File: src/rtl/fpu_mult_seq.sv
// Iterative radix-2 shift-add multiplier for MULT/MULTU: one multiplier bit per
// cycle, then a sign-fix cycle, then a one-cycle done pulse with the 2*WIDTH product.
module fpu_mult_seq #(
  parameter int WIDTH = 32
) (
  input  logic             clk,
  input  logic             reset,
  input  logic             start,
  input  logic             FPUctrl,
  input  logic [WIDTH-1:0] fbusA,
  input  logic [WIDTH-1:0] fbusB,
  output logic             busy,
  output logic             done,
  output logic [WIDTH-1:0] FPUout,
  output logic [WIDTH-1:0] FPUoutHi,
  output logic             ovf
);

  localparam int CW = (WIDTH > 1) ? $clog2(WIDTH) : 1;

  typedef enum logic [1:0] {
    IDLE = 2'd0,
    CALC = 2'd1,
    FIX  = 2'd2,
    DONE = 2'd3
  } state_t;

  state_t               state_q, state_d;
  logic [CW-1:0]        count_q, count_d;
  logic [WIDTH-1:0]     mcand_q, mcand_d;
  logic [2*WIDTH:0]     acc_q, acc_d;
  logic                 sign_q, sign_d;
  logic                 mode_q, mode_d;
  logic [WIDTH-1:0]     out_q, out_d;
  logic [WIDTH-1:0]     outHi_q, outHi_d;
  logic                 ovf_q, ovf_d;

  logic [WIDTH-1:0]     absA, absB;
  logic [WIDTH:0]       upperSum;
  logic [2*WIDTH-1:0]   product;

  // Signed mode works on magnitudes; the most negative value maps onto itself as unsigned.
  assign absA = (!FPUctrl && fbusA[WIDTH-1]) ? (~fbusA + 1'b1) : fbusA;
  assign absB = (!FPUctrl && fbusB[WIDTH-1]) ? (~fbusB + 1'b1) : fbusB;

  always_ff @(posedge clk) begin
    if (reset) begin
      state_q <= IDLE;
      count_q <= '0;
      mcand_q <= '0;
      acc_q   <= '0;
      sign_q  <= 1'b0;
      mode_q  <= 1'b0;
      out_q   <= '0;
      outHi_q <= '0;
      ovf_q   <= 1'b0;
    end else begin
      state_q <= state_d;
      count_q <= count_d;
      mcand_q <= mcand_d;
      acc_q   <= acc_d;
      sign_q  <= sign_d;
      mode_q  <= mode_d;
      out_q   <= out_d;
      outHi_q <= outHi_d;
      ovf_q   <= ovf_d;
    end
  end

  // The multiplier sits in the low half of the accumulator and is consumed as the product shifts in.
  always_comb begin
    state_d  = state_q;
    count_d  = count_q;
    mcand_d  = mcand_q;
    acc_d    = acc_q;
    sign_d   = sign_q;
    mode_d   = mode_q;
    out_d    = out_q;
    outHi_d  = outHi_q;
    ovf_d    = ovf_q;
    upperSum = '0;
    product  = '0;
    case (state_q)
      IDLE, DONE: begin
        if (start) begin
          state_d = CALC;
          mcand_d = absA;
          acc_d   = {{(WIDTH+1){1'b0}}, absB};
          count_d = '0;
          sign_d  = !FPUctrl && (fbusA[WIDTH-1] ^ fbusB[WIDTH-1]);
          mode_d  = FPUctrl;
        end else begin
          state_d = IDLE;
        end
      end
      CALC: begin
        upperSum = acc_q[2*WIDTH:WIDTH] + (acc_q[0] ? {1'b0, mcand_q} : {(WIDTH+1){1'b0}});
        acc_d    = {1'b0, upperSum, acc_q[WIDTH-1:1]};
        if (count_q == CW'(WIDTH-1)) begin
          state_d = FIX;
        end else begin
          count_d = count_q + 1'b1;
        end
      end
      FIX: begin
        product = sign_q ? (~acc_q[2*WIDTH-1:0] + 1'b1) : acc_q[2*WIDTH-1:0];
        out_d   = product[WIDTH-1:0];
        outHi_d = product[2*WIDTH-1:WIDTH];
        ovf_d   = mode_q ? (product[2*WIDTH-1:WIDTH] != '0)
                         : (product[2*WIDTH-1:WIDTH] != {WIDTH{product[WIDTH-1]}});
        state_d = DONE;
      end
      default: state_d = IDLE;
    endcase
  end

  assign busy     = (state_q == CALC) || (state_q == FIX);
  assign done     = (state_q == DONE);
  assign FPUout   = out_q;
  assign FPUoutHi = outHi_q;
  assign ovf      = ovf_q;

endmodule

File: config.mk
export PLATFORM = sky130hd
export DESIGN_NAME = fpu_mult_seq
export DESIGN_NICKNAME = d
export VERILOG_FILES = /design/src/rtl/fpu_mult_seq.sv
export SDC_FILE = /design/constraint.sdc
export NUM_CORES = 1
export LEC_CHECK = 0
export BUFFER_PORTS_ARGS = -buffer_cell sky130_fd_sc_hd__buf_4
export CORE_ASPECT_RATIO = 1.2
export CORE_MARGIN = 2
export CORE_UTILIZATION = 50
export CTS_BUF_LIST = sky130_fd_sc_hd__clkbuf_16
export DETAILED_ROUTE_END_ITERATION = 10
export PLACE_DENSITY = 0.73
export SYNTH_ARGS = -nofsm -noshare
export SYNTH_HDL_FRONTEND = slang
export SYNTH_SLANG_ARGS = --single-unit
File: constraint.sdc
create_clock -name clk -period 6.67 [get_ports clk]
set_input_delay 1.334 -clock clk [delete_from_list [all_inputs] [get_ports clk]]
set_output_delay 1.334 -clock clk [all_outputs]
set_load 0.02 [all_outputs]
==> summary.txt, run 1 <==
Status
  – Status: completed

Pwr
  – Pwr dens: 366 nW/um^2
  – Total Power: around 4.5 mW
  – Leakage power: 4.92 nW
  – Worst vdd ir: just under 200 uV

Route
  – TritonRoute pass-1 iters: 5
  – Final WL: around 27 mm
  – Mean number of vias per cell: between 5 and 6
  – Iter 0 DRT Violations: just under 700
  – DRC: 0
  – Routed Antenna Nets: 0
  – Vias: 9953
  – Routed length per instance: ~16 um

Floorplanning
  – Core ar.: 21000 um^2
  – Total die area: 22600 um^2
  – Initial Utilization: between 50% and 60%
  – Die height: roughly 160 um
  – Row count: 58
  – Die width: between 100 and 150 um
  – # IOs: approximately 140

GRT
  – Tot GR Track Use: between 20% and 30%
  – Vias in the first global route: between 8000 and 9000
  – Global route total overflow: 0
  – Pin count of the biggest net entering global routing: 100
  – Initial antenna violation count: 0
  – First-pass GRT wire length: between 40 and 50 mm

Clocking
  – # hold bufs at CTS: 0
  – CTS sink cnt: between 150 and 200
  – Clock Tree Buf Depth: 2
  – CTS tree: yes
  – Setup Buffers After CTS: 0
  – Clk slew on worst S/H paths: 0.07 ns
  – H-tree depth: 4
  – Number of CTS-inserted buffers: 17
  – Worst-skew pair later-pin latency: around 0.44 ns
  – Clock root buffer: clkbuf_16
  – CTS resizes: 0

Setup path
  – Crit Path Class: in2reg
  – Worst Setup Start Kind: primary input
  – Crit end category: flip-flop
  – Worst Path Max Fanout: 4
  – CP Data Arrival Time: between 4 and 5 ns
  – R2R cell count: 13
  – Critical Path RT: 6.98 ns

Placement
  – Final GP Congestion: 0.896
  – DP HPWL: 20.1 mm
  – Placed cell area: 11800 um^2
  – Buffers added on ports: approximately 130

Final layout
  – Final nets: approximately 1500
  – Area grow syn2layout: 15.3%
  – Fin util: about 59%
  – Design area: between 10000 and 15000 um^2
  – Layout cells sized above 1: roughly 14%
  – Antenna diodes: 0
  – Layout filler cell count: about 1900

Yosys
  – Dominant synthesized flop cell: dfxtp_1
  – Unique masters post-synth: between 60 and 70
  – Syn Area/Cell: roughly 8 um^2
  – Syn Nets: approximately 1500
  – Sequential share of the synthesized area: between 30% and 40%
  – Post-synth EDFFs: 0
  – Synth Register Bits: 170
  – Synth Warn #: 0
  – Synth Instances: ~1400
  – Ys async rst share: 0%
  – Synthesized area: 10700 um^2

Timing
  – Period minus WS final: approximately 4.3 ns
  – Period utilization: between 60% and 70%
  – Worst slew pin tran: ~1.1 ns
  – Final setup vio count: 0
  – Achievable Freq: around 0.23 GHz
  – Slew HR: 26.9%
  – Final hold vios: 0
  – RSZ-0062 raised after global routing: no
  – Setup_tns: 0 ns
  – Worst clock skew: around 0.01 ns
  – Min Hold Slack: between 0.4 and 0.5 ns
  – Max Transition Viols Final: 0

Job
  – Max Cap Viol: 0

Min path
  – Hold path depth: 2
  – Hold Crit Class: reg2reg
==> cells by family after synthesis <==
logic type / synth area share (%)
AOI/OAI and AO/OA: 24.5
xor gates and xnor gates: 11.4
adders and majority gates: 4.86
buffers and inverters: 4.38
DFF: 31.8
muxes: 0.666
and+or+nand+nor: 22.4
==> cell usage after synthesis, types with 3 or more instances <==
cell type / n / area share [%]
nor3_1: 30 / 1.4
xnor2_1: 45 / 3.7
nand2_1: 140 / 4.9
o22ai_1: 3 / 0.18
nor4_1: 20 / 1.2
nor2_1: 159 / 5.6
buf_1: 8 / 0.28
a22oi_1: 16 / 1.1
mux2i_1: 6 / 0.56
or4_1: 15 / 1.1
o21bai_1: 5 / 0.35
dfxtp_1: 170 / 32
a21o_1: 8 / 0.56
o21ai_0: 58 / 2.7
and2_1: 34 / 2.0
nand3_1: 16 / 0.75
a211oi_1: 87 / 6.1
nand4_1: 16 / 0.93
a311oi_1: 7 / 0.57
buf_6: 3 / 0.32
o41ai_1: 20 / 1.6
clkbuf_1: 76 / 2.7
nand2b_1: 15 / 0.88
o21ai_1: 3 / 0.14
o31ai_1: 32 / 2.2
a31oi_1: 8 / 0.47
and3_1: 5 / 0.29
or3_1: 20 / 1.2
a21oi_1: 94 / 4.4
a2111oi_0: 3 / 0.25
a22o_1: 11 / 0.90
o211ai_1: 9 / 0.63
inv_1: 31 / 1.1
nor2b_1: 11 / 0.64
xor2_1: 95 / 7.8
or2_2: 8 / 0.47
ha_1: 40 / 4.7
==> layer usage <==
metal	up-vias	wire (um)	track usage, %
li1	5087	-	-
met1	4526	13100	34.3
met2	306	12200	38.0
met3	34	1610	3.86
met4	0	456	6.75
met5	-	0	0
==> stage by stage <==
stage	cells	worst slack, ns
global route	1721	2.23
global placement	1690	2.04
finish	1721	2.41
floorplan	1364	2.44
CTS	1721	2.43
detailed placement	1690	1.98
==> flip-flops by register name, indices dropped and copies added, names as in the netlist <==
| name | flops |
|---|---|
| state_q | 2 |
| ovf | 1 |
| sign_q | 1 |
| mode_q | 1 |
| mcand_q | 32 |
| count_q | 5 |
| FPUoutHi | 32 |
| acc_q | 64 |
| FPUout | 32 |
==> placed cells by master (no fill, tap or decap), types with 15 or more instances in the layout <==
cell type | Yosys | final
or3_1 | 20 | 20
o31ai_1 | 32 | 32
nor2_1 | 159 | 159
nor4_1 | 20 | 20
or4_1 | 15 | 15
a21oi_1 | 94 | 93
clkbuf_16 | 0 | 17
nand3_1 | 16 | 16
nand4_1 | 16 | 16
dfxtp_1 | 170 | 169
o21ai_0 | 58 | 58
a211oi_1 | 87 | 87
nand2b_1 | 15 | 15
a22oi_1 | 16 | 16
xor2_1 | 95 | 95
nor3_1 | 30 | 30
and2_1 | 34 | 33
xnor2_1 | 45 | 45
inv_1 | 31 | 32
ha_1 | 40 | 39
nand2_1 | 140 | 140
o41ai_1 | 20 | 20
buf_4 | 0 | 143
==> worst paths after layout <==
| kind | start | end | slack, ns |
|---|---|---|---|
| worst max-delay path | fbusB[13] | acc_q[24] | 2.41 |
| worst min-delay path | mcand_q[0] | mcand_q[0] | 0.45 |
| worst max register to register | acc_q[0] | ovf | 2.54 |
| worst min register to register | mcand_q[0] | mcand_q[0] | 0.45 |
==> worst max-delay path, cell delays in order <==
cell,delay [ns]
buf_4,0.12
or4_1,0.55
or3_1,0.40
or4_1,0.48
or4_1,0.50
nor4_1,0.52
nor2_1,0.13
xnor2_1,0.15
a2111oi_0,0.38
==> final cells by class <==
class,count,area [um^2],area share (%)
inverters,32,120,0.972
clock inverters,14,124,1.00
repair buffers,143,1070,8.69
well taps,270,338,2.74
flip-flops and latches,170,3400,27.6
multi-input cells,1075,6870,55.6
clock buffers,17,425,3.44
==> report_power, final <==
group / leakage, nW / internal (mW) / switching, mW / total, mW
Clock: 0.257 / 0.512 / 0.435 / 0.947
Sequential: 1.39 / 1.30 / 0.260 / 1.56
Combinational: 3.27 / 0.752 / 1.26 / 2.01
Total: 4.92 / 2.56 / 1.96 / 4.52
No activity file was read; power rests on OpenSTA's default activity.
==> inputs of run 2 (changes only) <==
clock period = 4.4 ns   (was 6.67 ns; I/O delays follow)
==> run 2 against run 1 <==
Die area did not move. Power grew 55%. Final area rose by 0.55%. Clock skew is 0.00071 ns higher. Sequential share of layout area decreased by 0.15 points. Global-route usage grew 0.45 points. Highest routed layer unchanged.
==> summary.txt, run 2 (synthesis gave the netlist of run 1 again) <==
Setup path
  – Critical Path RT: around 4.7 ns
  – Reg-to-Reg End: ovf
  – Slack of the worst reg-to-reg path: just over 0.4 ns
  – Most frequent CP cell: or4_4
  – Worst r2r src: acc_q[1]
  – Max incr delay on CP: around 0.63 ns
  – Crit Path Class: reg2reg
  – R2R cell count: 12
  – Crit-path slowest cell: or4_4
  – Crit end category: flip-flop
  – CP Cell Sequence: inv_1 -> ha_1 -> or4b_4 -> or4_4 -> or4_4 -> o31ai_1 -> xnor2_1 -> nor2_1 -> nor4_1 -> nand4_1 -> a2111oi_2 -> a21oi_1
  – CP Data Arrival Time: 4.31 ns
  – Worst Path Max Fanout: 11
  – Worst Setup Start Kind: flip-flop

GRT
  – Initial antenna violation count: 0
  – Pin count of the biggest net entering global routing: 91
  – Tot GR Track Use: 24.7%
  – Global route total overflow: 0
  – Vias in the first global route: ~9000
  – First-pass GRT wire length: ~45 mm

Final layout
  – Largest register FFs: between 60 and 70
  – Commonest non-fill, non-tap cell in the layout: dfxtp_1
  – Area grow syn2layout: 16.0%
  – Layout cells sized above 1: ~14%
  – Final nets: 1551
  – Most frequent cells in the layout: 169 x dfxtp_1, 159 x nor2_1, 146 x buf_4
  – Antenna diodes: 0
  – Design area: 12400 um^2
  – Biggest register: acc_q

Status
  – Status: completed

Clocking
  – Clock Tree Buf Depth: 2
  – CTS sink cnt: 170
  – # hold bufs at CTS: 0
  – CTS resizes: 0
  – Clock root buffer: clkbuf_16
  – Setup Buffers After CTS: 0
  – Worst-skew pair later-pin latency: around 0.44 ns
  – H-tree depth: 4
  – CTS tree: yes
  – Number of CTS-inserted buffers: 17
  – Clk slew on worst S/H paths: 0.07 ns

Floorplanning
  – Initial Utilization: 51.1%
  – Total die area: between 20000 and 25000 um^2
  – Die height: approximately 160 um
  – Row count: between 50 and 60
  – Core ar.: between 20000 and 25000 um^2
  – # IOs: 135
  – Die width: around 140 um

Route
  – Final WL: ~28 mm
  – Iter 0 DRT Violations: 668
  – TritonRoute pass-1 iters: 6
  – Vias: 10100
  – DRC: 0
  – Routed Antenna Nets: 0
  – Routed length per instance: 16.3 um
  – Mean number of vias per cell: about 5.8

Placement
  – Placed cell area: 11800 um^2
  – Buffers added on ports: 134
  – Final GP Congestion: 0.926
  – DP HPWL: 20.6 mm

Timing
  – Period utilization: 90.6%
  – Slew HR: 29.2%
  – Achievable Freq: between 0.2 and 0.3 GHz
  – Worst clock skew: 0.0108 ns
  – Setup_tns: 0 ns
  – Final setup vio count: 0
  – RSZ-0062 raised after global routing: no
  – Min Hold Slack: 0.445 ns
  – Period minus WS final: 3.99 ns
  – Worst slew pin tran: 1.06 ns
  – Final hold vios: 0
  – Max Transition Viols Final: 0

Pwr
  – Leakage power: slightly below 5 nW
  – Comb power frac: 44.2%
  – Cell internal pwr: around 4 mW
  – Total Power: around 7.0 mW
  – Worst vdd ir: about 360 uV
  – Net switching power: 3.06 mW
  – Seq pwr share: ~34%
  – Clock power frac: 21.9%
  – Pwr dens: roughly 560 nW/um^2
  – Net Sw Frac: between 40% and 50%

Min path
  – Hold Crit Class: reg2reg
  – Hold path depth: 2
  – Hold EP: mcand_q[18]
  – Hold Startpoint: mcand_q[18]

Job
  – Max Cap Viol: 0
## run 2: routing by layer
metal,vias to the layer above,global-route usage (%),wire (um)
met5,-,0,0
met4,0,7.22,484
met3,39,3.70,1770
met2,318,39.7,12600
met1,4625,34.1,13200
li1,5106,-,-
## run 2: power groups by stage
| stage | sequential (mW) | clock [mW] | combinational [mW] |
|---|---|---|---|
| 5_1_grt | 2.42 | 1.60 | 3.41 |
| 4_1_cts | 2.35 | 1.54 | 3.09 |
| 6_report | 2.37 | 1.53 | 3.09 |
| 3_3_place_gp | 2.38 | 0 | 3.02 |
| 3_5_place_dp | 2.39 | 0 | 3.07 |
| 2_1_floorplan | 2.51 | 0 | 1.98 |
## run 2: cell type report
type	instances	area, um^2
fill	1935	8550
multi-input combinational	1075	6870
sequential	170	3400
timing repair buffer	146	1100
clock buffer	17	425
tap	270	338
clock inverter	15	169
inverter	32	120
## run 2: how the worst max path moves through the flow
stage | from | to | slack, ns
4_1_cts | acc_q[1] | ovf | 0.44
5_1_grt | acc_q[0] | acc_q[59] | 0.15
3_5_place_dp | fbusB[13] | acc_q[28] | 0.41
2_1_floorplan | acc_q[0] | ovf | 0.61
3_3_place_gp | fbusB[13] | acc_q[24] | 0.44
6_report | acc_q[1] | ovf | 0.41
## run 2: per-stage QoR
step	std cells	utilization, %	worst slack [ns]
floorplan	1364	-	0.608
global placement	1693	56.4	0.440
detailed placement	1693	56.4	0.413
CTS	1725	59.2	0.442
global route	1725	59.2	0.146
finish	1725	59.2	0.412
## run 2: worst max-delay path, delay by kind of cell (launching register included)
kind / cells / cell delay [ns]
AO/OA/AOI/OAI: 3 / 0.73
flip-flops: 1 / 0.36
buffers and inverters: 1 / 0.09
AND/OR/NAND/NOR: 6 / 2.27
adder cells (fa/ha/maj): 1 / 0.17
XOR/XNOR: 1 / 0.23
